[config.mk]
export PLATFORM = sky130hd
export DESIGN_NAME = alu_mul_seq_flat
export DESIGN_NICKNAME = d
export VERILOG_FILES = /design/src/rtl/alu_mul_seq_if.sv /design/src/rtl/alu_mul_seq.sv /design/src/flat_wrapper.sv
export SDC_FILE = /design/constraint.sdc
export NUM_CORES = 1
export LEC_CHECK = 0
export CORE_UTILIZATION = 40
export CTS_BUF_LIST = sky130_fd_sc_hd__clkbuf_4 sky130_fd_sc_hd__clkbuf_8
export DETAILED_ROUTE_END_ITERATION = 10
export GPL_ROUTABILITY_DRIVEN = 1
export PLACE_DENSITY = 0.69
export SLEW_MARGIN = 20
export SYNTH_ARGS = -nofsm -noshare
export SYNTH_HDL_FRONTEND = slang
export SYNTH_SLANG_ARGS = --single-unit
[constraint.sdc]
create_clock -name clk -period 5.1 [get_ports clk]
set_input_delay 1.02 -clock clk [delete_from_list [all_inputs] [get_ports clk]]
set_output_delay 1.02 -clock clk [all_outputs]
set_load 0.1 [all_outputs]
[src/rtl/alu_mul_seq_if.sv]
// Request/response handshake and shared-ALU bus for the multiply sequencer.
// The master side is the requester and ALU owner. The slave side is the sequencer.
interface alu_mul_seq_if #(
  parameter int unsigned DATA_WIDTH = 32
);
  logic                  req_valid;
  logic                  req_ready;
  logic [DATA_WIDTH-1:0] req_a;
  logic [DATA_WIDTH-1:0] req_b;
  logic                  req_hi;
  logic                  kill;
  logic                  resp_valid;
  logic                  resp_ready;
  logic [DATA_WIDTH-1:0] resp_data;
  logic                  alu_busy;
  logic [DATA_WIDTH-1:0] alu_op1;
  logic [DATA_WIDTH-1:0] alu_op2;
  logic [2:0]            alu_ctrl;
  logic [DATA_WIDTH-1:0] alu_out;
  logic                  alu_eq;

  modport master (
    output req_valid, req_a, req_b, req_hi, kill, resp_ready, alu_out, alu_eq,
    input  req_ready, resp_valid, resp_data, alu_busy, alu_op1, alu_op2, alu_ctrl
  );

  modport slave (
    input  req_valid, req_a, req_b, req_hi, kill, resp_ready, alu_out, alu_eq,
    output req_ready, resp_valid, resp_data, alu_busy, alu_op1, alu_op2, alu_ctrl
  );
endinterface

[src/rtl/alu_mul_seq.sv]
// Shift-add unsigned multiplier that drives the shared combinational ALU for DATA_WIDTH iterations.
// The low or high product word is returned over a valid/ready handshake. All outputs are registered.
module alu_mul_seq #(
  parameter int unsigned DATA_WIDTH = 32,
  parameter int unsigned CNT_W      = $clog2(DATA_WIDTH) + 1
) (
  input logic          clk,
  input logic          rst_n,
  alu_mul_seq_if.slave bus
);
  localparam logic [2:0] ALU_ADD = 3'b000;
  localparam logic [2:0] ALU_EQ  = 3'b111;

  typedef enum logic [1:0] {IDLE, ZCHK, RUN, DONE} state_t;

  state_t                state_q, state_d;
  logic [DATA_WIDTH-1:0] p_hi_q, p_hi_d;
  logic [DATA_WIDTH-1:0] m_q, m_d;
  logic [DATA_WIDTH-1:0] a_q, a_d;
  logic [CNT_W-1:0]      cnt_q, cnt_d;
  logic                  hi_sel_q, hi_sel_d;
  logic                  carry;

  logic                  req_ready_d, resp_valid_d, alu_busy_d;
  logic [DATA_WIDTH-1:0] resp_data_d, alu_op1_d, alu_op2_d;
  logic [2:0]            alu_ctrl_d;

  // Next state and datapath.
  always_comb begin
    state_d  = state_q;
    p_hi_d   = p_hi_q;
    m_d      = m_q;
    a_d      = a_q;
    cnt_d    = cnt_q;
    hi_sel_d = hi_sel_q;
    carry    = (bus.alu_out < p_hi_q);

    case (state_q)
      IDLE: begin
        if (bus.req_valid && !bus.kill) begin
          a_d      = bus.req_a;
          m_d      = bus.req_b;
          hi_sel_d = bus.req_hi;
          p_hi_d   = '0;
          cnt_d    = '0;
          state_d  = ZCHK;
        end
      end
      ZCHK: begin
        if (bus.kill) begin
          state_d = IDLE;
        end else if (bus.alu_eq) begin
          p_hi_d  = '0;
          m_d     = '0;
          state_d = DONE;
        end else begin
          state_d = RUN;
        end
      end
      RUN: begin
        if (bus.kill) begin
          state_d = IDLE;
        end else begin
          // Shift the {carry, partial sum, multiplier} chain right by one bit.
          if (m_q[0]) begin
            p_hi_d = {carry, bus.alu_out[DATA_WIDTH-1:1]};
            m_d    = {bus.alu_out[0], m_q[DATA_WIDTH-1:1]};
          end else begin
            p_hi_d = {1'b0, p_hi_q[DATA_WIDTH-1:1]};
            m_d    = {p_hi_q[0], m_q[DATA_WIDTH-1:1]};
          end
          cnt_d = cnt_q + CNT_W'(1);
          if (cnt_q == CNT_W'(DATA_WIDTH - 1)) begin
            state_d = DONE;
          end
        end
      end
      DONE: begin
        if (bus.kill || bus.resp_ready) begin
          state_d = IDLE;
        end
      end
      default: state_d = IDLE;
    endcase
  end

  // Registered outputs follow the next state so the ALU sees its operands in the owning cycle.
  always_comb begin
    req_ready_d  = (state_d == IDLE);
    alu_busy_d   = (state_d == ZCHK) || (state_d == RUN);
    alu_ctrl_d   = ALU_ADD;
    alu_op1_d    = '0;
    alu_op2_d    = '0;
    resp_valid_d = (state_d == DONE);
    resp_data_d  = '0;
    if (state_d == ZCHK) begin
      alu_ctrl_d = ALU_EQ;
      alu_op1_d  = m_d;
    end
    if (state_d == RUN) begin
      alu_op1_d = p_hi_d;
      alu_op2_d = a_d;
    end
    if (state_d == DONE) begin
      resp_data_d = hi_sel_d ? p_hi_d : m_d;
    end
  end

  always_ff @(posedge clk or negedge rst_n) begin
    if (!rst_n) begin
      state_q        <= IDLE;
      p_hi_q         <= '0;
      m_q            <= '0;
      a_q            <= '0;
      cnt_q          <= '0;
      hi_sel_q       <= 1'b0;
      bus.req_ready  <= 1'b1;
      bus.resp_valid <= 1'b0;
      bus.resp_data  <= '0;
      bus.alu_busy   <= 1'b0;
      bus.alu_op1    <= '0;
      bus.alu_op2    <= '0;
      bus.alu_ctrl   <= ALU_ADD;
    end else begin
      state_q        <= state_d;
      p_hi_q         <= p_hi_d;
      m_q            <= m_d;
      a_q            <= a_d;
      cnt_q          <= cnt_d;
      hi_sel_q       <= hi_sel_d;
      bus.req_ready  <= req_ready_d;
      bus.resp_valid <= resp_valid_d;
      bus.resp_data  <= resp_data_d;
      bus.alu_busy   <= alu_busy_d;
      bus.alu_op1    <= alu_op1_d;
      bus.alu_op2    <= alu_op2_d;
      bus.alu_ctrl   <= alu_ctrl_d;
    end
  end
endmodule

[src/flat_wrapper.sv]
// flat-port wrapper written by rule: the top's interface ports become plain ports
module alu_mul_seq_flat 
#(
  parameter int unsigned DATA_WIDTH = 32,
  parameter int unsigned CNT_W      = $clog2(DATA_WIDTH) + 1
)
  (clk, rst_n, bus_req_valid, bus_req_a, bus_req_b, bus_req_hi, bus_kill, bus_resp_ready, bus_alu_out, bus_alu_eq, bus_req_ready, bus_resp_valid, bus_resp_data, bus_alu_busy, bus_alu_op1, bus_alu_op2, bus_alu_ctrl);
  alu_mul_seq_if #(.DATA_WIDTH(DATA_WIDTH)) bus_i ();
  input logic clk;
  input logic rst_n;
  input wire logic [$bits(bus_i.req_valid)-1:0] bus_req_valid;
  input wire logic [$bits(bus_i.req_a)-1:0] bus_req_a;
  input wire logic [$bits(bus_i.req_b)-1:0] bus_req_b;
  input wire logic [$bits(bus_i.req_hi)-1:0] bus_req_hi;
  input wire logic [$bits(bus_i.kill)-1:0] bus_kill;
  input wire logic [$bits(bus_i.resp_ready)-1:0] bus_resp_ready;
  input wire logic [$bits(bus_i.alu_out)-1:0] bus_alu_out;
  input wire logic [$bits(bus_i.alu_eq)-1:0] bus_alu_eq;
  output wire logic [$bits(bus_i.req_ready)-1:0] bus_req_ready;
  output wire logic [$bits(bus_i.resp_valid)-1:0] bus_resp_valid;
  output wire logic [$bits(bus_i.resp_data)-1:0] bus_resp_data;
  output wire logic [$bits(bus_i.alu_busy)-1:0] bus_alu_busy;
  output wire logic [$bits(bus_i.alu_op1)-1:0] bus_alu_op1;
  output wire logic [$bits(bus_i.alu_op2)-1:0] bus_alu_op2;
  output wire logic [$bits(bus_i.alu_ctrl)-1:0] bus_alu_ctrl;
  assign bus_i.req_valid = bus_req_valid;
  assign bus_i.req_a = bus_req_a;
  assign bus_i.req_b = bus_req_b;
  assign bus_i.req_hi = bus_req_hi;
  assign bus_i.kill = bus_kill;
  assign bus_i.resp_ready = bus_resp_ready;
  assign bus_i.alu_out = bus_alu_out;
  assign bus_i.alu_eq = bus_alu_eq;
  assign bus_req_ready = bus_i.req_ready;
  assign bus_resp_valid = bus_i.resp_valid;
  assign bus_resp_data = bus_i.resp_data;
  assign bus_alu_busy = bus_i.alu_busy;
  assign bus_alu_op1 = bus_i.alu_op1;
  assign bus_alu_op2 = bus_i.alu_op2;
  assign bus_alu_ctrl = bus_i.alu_ctrl;
  alu_mul_seq #(.DATA_WIDTH(DATA_WIDTH), .CNT_W(CNT_W)) u_core (.clk(clk), .rst_n(rst_n), .bus(bus_i));
endmodule
==> results.yml <==
grt:
  pin_count_of_the_biggest_net_entering_global_routing: 133
  vias_in_the_first_global_route: 6656
  grt_first_pass_wirelength_um: 35900
  globalRouteTotalUtil_pct: 20.7
  globalRoute.totalOverflow: 0
  antenna_found_initial: 1
sta:
  fin_tns_setup_ns: 0
  post-route-worst-setup-slack_ns: 1.48
  finalHoldViolations: 0
  setup_viol: 0
  slew_at_the_pin_with_the_worst_max_slew_slack_ns: 1.10
  relSlewSlack_pct: 26.8
  timing.clock.skew_ns: 0.0214
  holdWs_ns: 0.489
  timing_max_transition_violations_final: 0
  rsz0062_at_grt: "no"
  min_period_over_period_pct: 71.0
  top_achievable_clock_speed_ghz: 0.276
  final_period_minus_worst_setup_slack_ns: 3.62
cells_and_area:
  final_area_sq_mm: 0.0118
  final_nets: 1117
  layout_cells_sized_above_1_pct: 11.4
  syn_to_final_growth_pct: 33.8
  final_cells: 1281
  insertedDiodeCount: 0
  fillerInstances: 1934
synth:
  post-synth-top-area-fraction_pct: 57.7
  netlist-cell-type-count: 47
  post_synth_instance_area_sq_mm: 0.00885
  ys_dominant_reg_cell: "dfrtp_1"
  synth_edf_count: 0
  syn_inst: 774
  ys_top_cells_by_area: "dfrtp_1 58%, ha_1 5.1%, mux2_2 4.2%"
  ys.warnings.count: 0
  post_synth.cell_area_avg_sq_um: 11.4
  yosys_register_bits: 205
  synth-seq-area-share_pct: 58.0
  syn-num-nets: 913
  synth_area_leader_cell: "dfrtp_1"
  synthArstFlopShare_pct: 100
pwr:
  ir_drop_worst_case_vdd_mv: 0.180
  total_power_density_per_cell_area_mw_per_mm2: 393
  switching_share_pct: 33.0
  leakage_nw: 5.55
  intPower_mw: 3.12
  power.clock.fraction_pct: 32.9
  seq_power_share_pct: 42.0
  share_comb_of_total_power_pct: 25.1
  net_switching_power_figure_mw: 1.54
worst_setup_path:
  setup.worst_path.end_class: "flip-flop"
  startpoint_type_of_the_worst_setup_path: "primary input"
  cp_cell_sequence: "clkdlybuf4s50_1 > nor2_1 > and2_1 > nand4_1 > o32ai_1 > inv_1 > ha_2 > nand2b_1 > o21ai_0"
  critical_path.max_stage_delay_ns: 0.65
  cp_data_required_time_ns: 5.51
  worstRegToRegCells: 7
  critical_path_peak_fanout: 22
  regToRegStartpoint: "u_core.state_q[0]$_DFF_PN0_"
  cpMaxStageDelayCell: "nand2b_1"
  ff2ff_setup_slack_ns: 1.85
  r2r_end: "u_core.bus.alu_op1[18]$_DFF_PN0_"
  critical_path_class: "primary input to flip-flop"
  cp_data_arrival_time_ns: 4.02
clock_tree:
  post_cts_hold_buffer_count: 0
  clock_path_buffers: 3
  post_cts_resize_count: 0
  post-cts-setup-buffer-count: 0
  cts_root_buffer: "clkbuf_8"
  ctsHtreeMaxLevel: 2
  clock_network_latency_to_the_later_pin_of_the_worst_skew_pair_ns: 0.51
  cts_tree: "built"
  path_clk_slew_ns: 0.06
  cts-buffers-inserted: 36
  cts.sinks: 205
routing:
  num_vias: 6527
  remaining_antenna_violation_count_after_routing: 0
  wl_um: 22700
  initialDrtViolationCount: 494
  dr.pass1.iters: 8
  drcViolationCount: 0
  avgRoutedWirePerCell_um: 17.7
  vias_per_cell: 5.10
status:
  outcome: "finished, final reports clean"
job:
  drv_cap: 0
hold_path:
  hold_path.class: "flip-flop to flip-flop"
  worst_hold_path.num_cells: 1
  worstHoldStart: "u_core.a_q[23]$_DFF_PN0_"
  hold-path-endpoint: "u_core.a_q[23]$_DFF_PN0_"
die:
  height_of_the_die_um: 151
  ios: 205
  rows: 54
  floorplan.die.width_um: 151
  die_area_sq_mm: 0.0227
  effective_utilization_at_floorplan_pct: 40.7
  placeableCoreArea_sq_mm: 0.0218
place:
  placedInstanceArea_sq_mm: 0.0111
  port-buffer-count: 204
  globalplace.congestion: 0.812
  placed_cells_incl_taps: 1220
  dpl.hpwl_um: 15300
  dpl_worst_slack_ns: 1.01
-- layer usage --
metal  vias to the layer above  global-route usage, %  part of all wire [%]
li1                       3101                      -                     -
met3                        25                   3.88                   6.3
met5                         -                      0                     0
met1                      3184                   27.5                    42
met4                         0                   6.05                   1.6
met2                       217                   34.5                    50
-- cell type report --
cell class                 count  area [sq um]  area share [%]
clock buffer                  58           723            6.10
clock inverter                 3          21.3           0.180
inverter                      59           221            1.87
multi-input combinational    462          3280            27.7
sequential                   205          5130            43.3
tap                          280           350            2.96
timing repair buffer         214          2120            17.9
-- cells in the final DEF, fill, tap and decap left out, drive strengths merged, types with 29 or more instances in the layout --
master / n
dfrtp: 204
clkdlybuf4s50: 203
nand2: 94
o21ai: 65
inv: 60
clkbuf: 58
ha: 36
and2: 33
mux2: 33
mux2i: 32
a21oi: 29
-- registers in the layout (all words and copies together), names as in the netlist --
| register | count |
|---|---|
| u_core.a_q | 32 |
| u_core.bus.alu_busy | 1 |
| u_core.bus.alu_ctrl | 1 |
| u_core.bus.alu_op1 | 32 |
| u_core.bus.alu_op2 | 32 |
| u_core.bus.req_ready | 1 |
| u_core.bus.resp_data | 32 |
| u_core.bus.resp_valid | 1 |
| u_core.cnt_q | 6 |
| u_core.hi_sel_q | 1 |
| u_core.m_q | 32 |
| u_core.p_hi_q | 32 |
| u_core.state_q | 2 |
-- worst max-delay path, delay by kind of cell --
kind	cells	cell delay, ns
AND/OR/NAND/NOR	4	1.17
buffers and inverters	2	0.66
adder cells (fa/ha/maj)	1	0.23
AO/OA/AOI/OAI	2	0.93
-- Yosys cell counts, types with 19 or more instances --
master / n
dfrtp_1: 204
nand2_1: 94
inv_1: 58
o21ai_0: 46
ha_1: 36
and2_1: 33
mux2_2: 33
mux2i_1: 32
a21oi_1: 29
clkbuf_1: 28
nor2_1: 28
a222oi_1: 23
o211a_1: 22
o21ai_1: 19
-- per-stage QoR --
| step | power, mW | util, % |
|---|---|---|
| after global placement | 3.13 | 51.0 |
| after CTS | 4.71 | 54.5 |
| after detailed placement | 3.16 | 51.0 |
| after floorplan | 2.78 | - |
| after global routing | 4.89 | 54.5 |
| final | 4.65 | 54.5 |
-- cells by family (layout without fill, tap and decap cells) --
logic type / Yosys count / after routing / synth area share [%]
AOI/OAI and AO/OA: 167 / 167 / 13.2
and+or+nand+nor: 190 / 190 / 10.4
buffers and inverters: 107 / 334 / 5.20
muxes: 65 / 65 / 7.82
adders and majority gates: 36 / 36 / 5.09
xor gates and xnor gates: 4 / 4 / 0.396
DFF: 205 / 205 / 58.0
-- worst max path at each step --
| stage | from | end | slack (ns) | cells past startpoint |
|---|---|---|---|---|
| 6_report | bus_kill | u_core.bus.alu_op1[18]$_DFF_PN0_ | 1.48 | 9 |
| 5_1_grt | bus_kill | u_core.bus.alu_op1[17]$_DFF_PN0_ | 1.22 | 9 |
| 4_1_cts | bus_kill | u_core.bus.alu_op1[16]$_DFF_PN0_ | 1.56 | 9 |
| 3_5_place_dp | bus_kill | u_core.bus.alu_op1[22]$_DFF_PN0_ | 1.01 | 9 |
| 3_3_place_gp | bus_kill | u_core.bus.alu_op1[18]$_DFF_PN0_ | 1.17 | 9 |
| 2_1_floorplan | bus_kill | u_core.bus.alu_op1[23]$_DFF_PN0_ | 1.90 | 11 |
-- power by group through the flow --
stage / clock [mW] / combinational [mW] / sequential (mW)
2_1_floorplan: 0 / 0.516 / 2.26
3_3_place_gp: 0 / 1.15 / 1.98
3_5_place_dp: 0 / 1.17 / 1.99
4_1_cts: 1.58 / 1.17 / 1.96
5_1_grt: 1.65 / 1.26 / 1.98
6_report: 1.53 / 1.17 / 1.96
Power figures use the tool's default switching activity.
==> patch: new RTL, config.mk and constraints unchanged <==
Encoding of `state_t`: now one-hot (4 bits for 4 states).
--- a/src/rtl/alu_mul_seq.sv
+++ b/src/rtl/alu_mul_seq.sv
@@ -12,5 +12,5 @@
   localparam logic [2:0] ALU_EQ  = 3'b111;
 
-  typedef enum logic [1:0] {IDLE, ZCHK, RUN, DONE} state_t;
+  typedef enum logic [3:0] {IDLE = 4'b0001, ZCHK = 4'b0010, RUN = 4'b0100, DONE = 4'b1000} state_t;
 
   state_t                state_q, state_d;
Function: same outputs for any inputs over 4 cycles, from zero or initial values and one cycle with rst_n low; so few cycles prove little.
==> patch against the unedited design <==
Routed wire length is 12% higher; sequential power fell by 6%; highest routed layer unchanged; utilization up 0.91 points; setup slack better by 0.42 ns; clock power rose by 19%; cell area grew 6.8%; non-clock buffer count grew 5; synthesized area increased by 6.5%; via count up 14%; sequential cell count increased by 2; clock skew decreased by 0.0049 ns; critical endpoint is now bus_req_ready; power decreased by 6.1%.
==> patch: results (changes against the unedited design) <==
| Metric | Value |
|---|---|
| Status | `finished, final reports clean` |
| Number of nets in the layout | `1161 (+3.9%)` |
| Iter 0 DRT Violations | `405 (-18%)` |
| Worst clock skew | `0.0165 ns (-0.00491 ns)` |
| CP max FO | `1 (-95%)` |
| Met1 GRT Util | `0.290 (+0.0157)` |
| Reg2reg setup slack | `2.15 ns (+0.30 ns)` |
| Slew @ Worst Pin | `1.05 ns (-0.0486 ns)` |
| R2R Path End | `u_core.bus.resp_data[25]$_DFF_PN0_` |
| Grt met2 use | `0.323 (-0.0221)` |
| Filler cells | `1989 (+2.8%)` |
| Layout cells sized above 1 | `0.125 (+0.0116)` |
| GPL Wtd Cong | `0.794 (-2.3%)` |
| Top cell types by occurrence after synthesis | `dfrtp_1 (205), nand2_1 (95), a22o_1 (59)` |
| Slowest-stage cell, CP | `clkdlybuf4s50_1` |
| Distinct cells, synth | `61 (+30%)` |
| DR WL/cell | `18.5 um (+4.7%)` |
| Family with the most delay on the worst path | `buffers and inverters` |
| Largest net degree at the start of global routing | `129 (-3.0%)` |
| Delay of the slowest cell on the worst path | `1.16 ns (+0.51 ns)` |
| Worst R2R Path Depth | `6 (-1)` |
| VDD IR max | `0.000243 V (+35%)` |
| Top cells by area, synth | `dfrtp_1 (54%), a22o_1 (5.5%), ha_1 (4.2%)` |
| Hold/Removal Path Class | `in -> async` |
| Initial antenna violation count | `0 (-1)` |
| Worst-Skew Late Latency | `0.53 ns (+0.02 ns)` |
| First-pass GRT wire length | `40200 um (+12%)` |
| Register area share after synthesis | `0.549 (-0.0302)` |
| Leakage power total | `5.69 nW (+2.5%)` |
| Non-Filler Instances | `1365 (+6.6%)` |
| CTS Buf Count | `38 (+5.6%)` |
| Post-place setup slack | `1.50 ns (+0.487 ns)` |
| Vias per cell | `5.44 (+6.8%)` |
| Critical path arrival | `2.18 ns (-1.84 ns)` |
| GRT Util Overall | `0.212 (+0.00489)` |
| Post-DP HPWL | `16400 um (+7.2%)` |
| Placed Instances | `1298 (+6.4%)` |
| Mean Syn Cell Area | `11.3 sq um (-1.0%)` |
| GR Util met3 | `0.0667 (+0.0279)` |
| Drt first pass iters | `5 (-3)` |
| Worst r2r src | `u_core.state_q[1]$_DFF_PN0_` |
| Post-synthesis net count | `968 (+6.0%)` |
| Hold WS | `0.354 ns (-0.135 ns)` |
patch: cell types whose count changed in the layout (fill, tap and decap cells not counted), moves of 14 or more:
cell	unedited run	this run
inv_1	58	39
o21ai_1	19	1
a31oi_1	0	16
a32oi_1	0	22
a221oi_1	1	24
a22o_1	11	59
a311oi_1	0	23
mux2i_1	31	6
nand2b_1	3	24
nor2_1	28	14
a222oi_1	23	1
o211a_1	22	8
a21oi_1	29	12
patch: how the worst max path moves through the flow:
stage	endpoint	startpoint	slack (ns)
2_1_floorplan	u_core.bus.resp_data[31]$_DFF_PN0_	bus_alu_out[30]	2.59
3_3_place_gp	u_core.bus.resp_data[31]$_DFF_PN0_	bus_kill	1.55
3_5_place_dp	u_core.bus.resp_data[31]$_DFF_PN0_	bus_kill	1.50
4_1_cts	bus_req_ready	u_core.bus.req_ready$_DFF_PN1_	1.86
5_1_grt	bus_req_ready	u_core.bus.req_ready$_DFF_PN1_	1.84
6_report	bus_req_ready	u_core.bus.req_ready$_DFF_PN1_	1.90
patch: logic make-up after synthesis:
| family | count (synthesis) | share of synthesized area |
|---|---|---|
| AO/OA/AOI/OAI | 240 | 0.200 |
| flip-flops | 207 | 0.549 |
| buffers and inverters | 107 | 0.0486 |
| multiplexers | 40 | 0.0468 |
| adder cells (fa/ha/maj) | 32 | 0.0425 |
| XOR/XNOR | 4 | 0.00372 |
| AND/OR/NAND/NOR | 203 | 0.109 |
patch: worst reg2reg max path, stage by stage (launching register included):
cell      delay, ns
dfrtp_1        0.50
nor4b_4        0.95
nand3_1        0.14
nand2_1        0.11
nand2_1        0.47
buf_4          0.41
a311oi_1       0.26
patch: per-stage QoR:
step                 util  area (sq um)
detailed placement  0.514         11700
global route        0.554         12600
floorplan               -          9430
CTS                 0.552         12600
finish              0.554         12600
global placement    0.514         11700
patch: power breakdown:
group | internal, mW | leakage, nW | total [mW] | switching [mW]
Clock | 1.13 | 0.464 | 1.82 | 0.694
Sequential | 1.76 | 2.76 | 1.85 | 0.0852
Combinational | 0.282 | 2.46 | 0.700 | 0.418
patch: per-layer routing:
| metal | routed length [um] | part of all wire |
|---|---|---|
| met5 | 0 | 0 |
| met4 | 446 | 0.018 |
| met3 | 2350 | 0.093 |
| met2 | 11400 | 0.45 |
| met1 | 11100 | 0.44 |
patch: area by class of cell:
type                            count  area (sq um)  share of cell area
Multi-Input combinational cell    519          3820               0.302
Inverter                           41           154              0.0122
Sequential cell                   207          5180               0.410
Tap cell                          313           392              0.0310
Clock inverter                     11           180              0.0142
Clock buffer                       55           694              0.0549
Timing Repair Buffer              219          2230               0.176
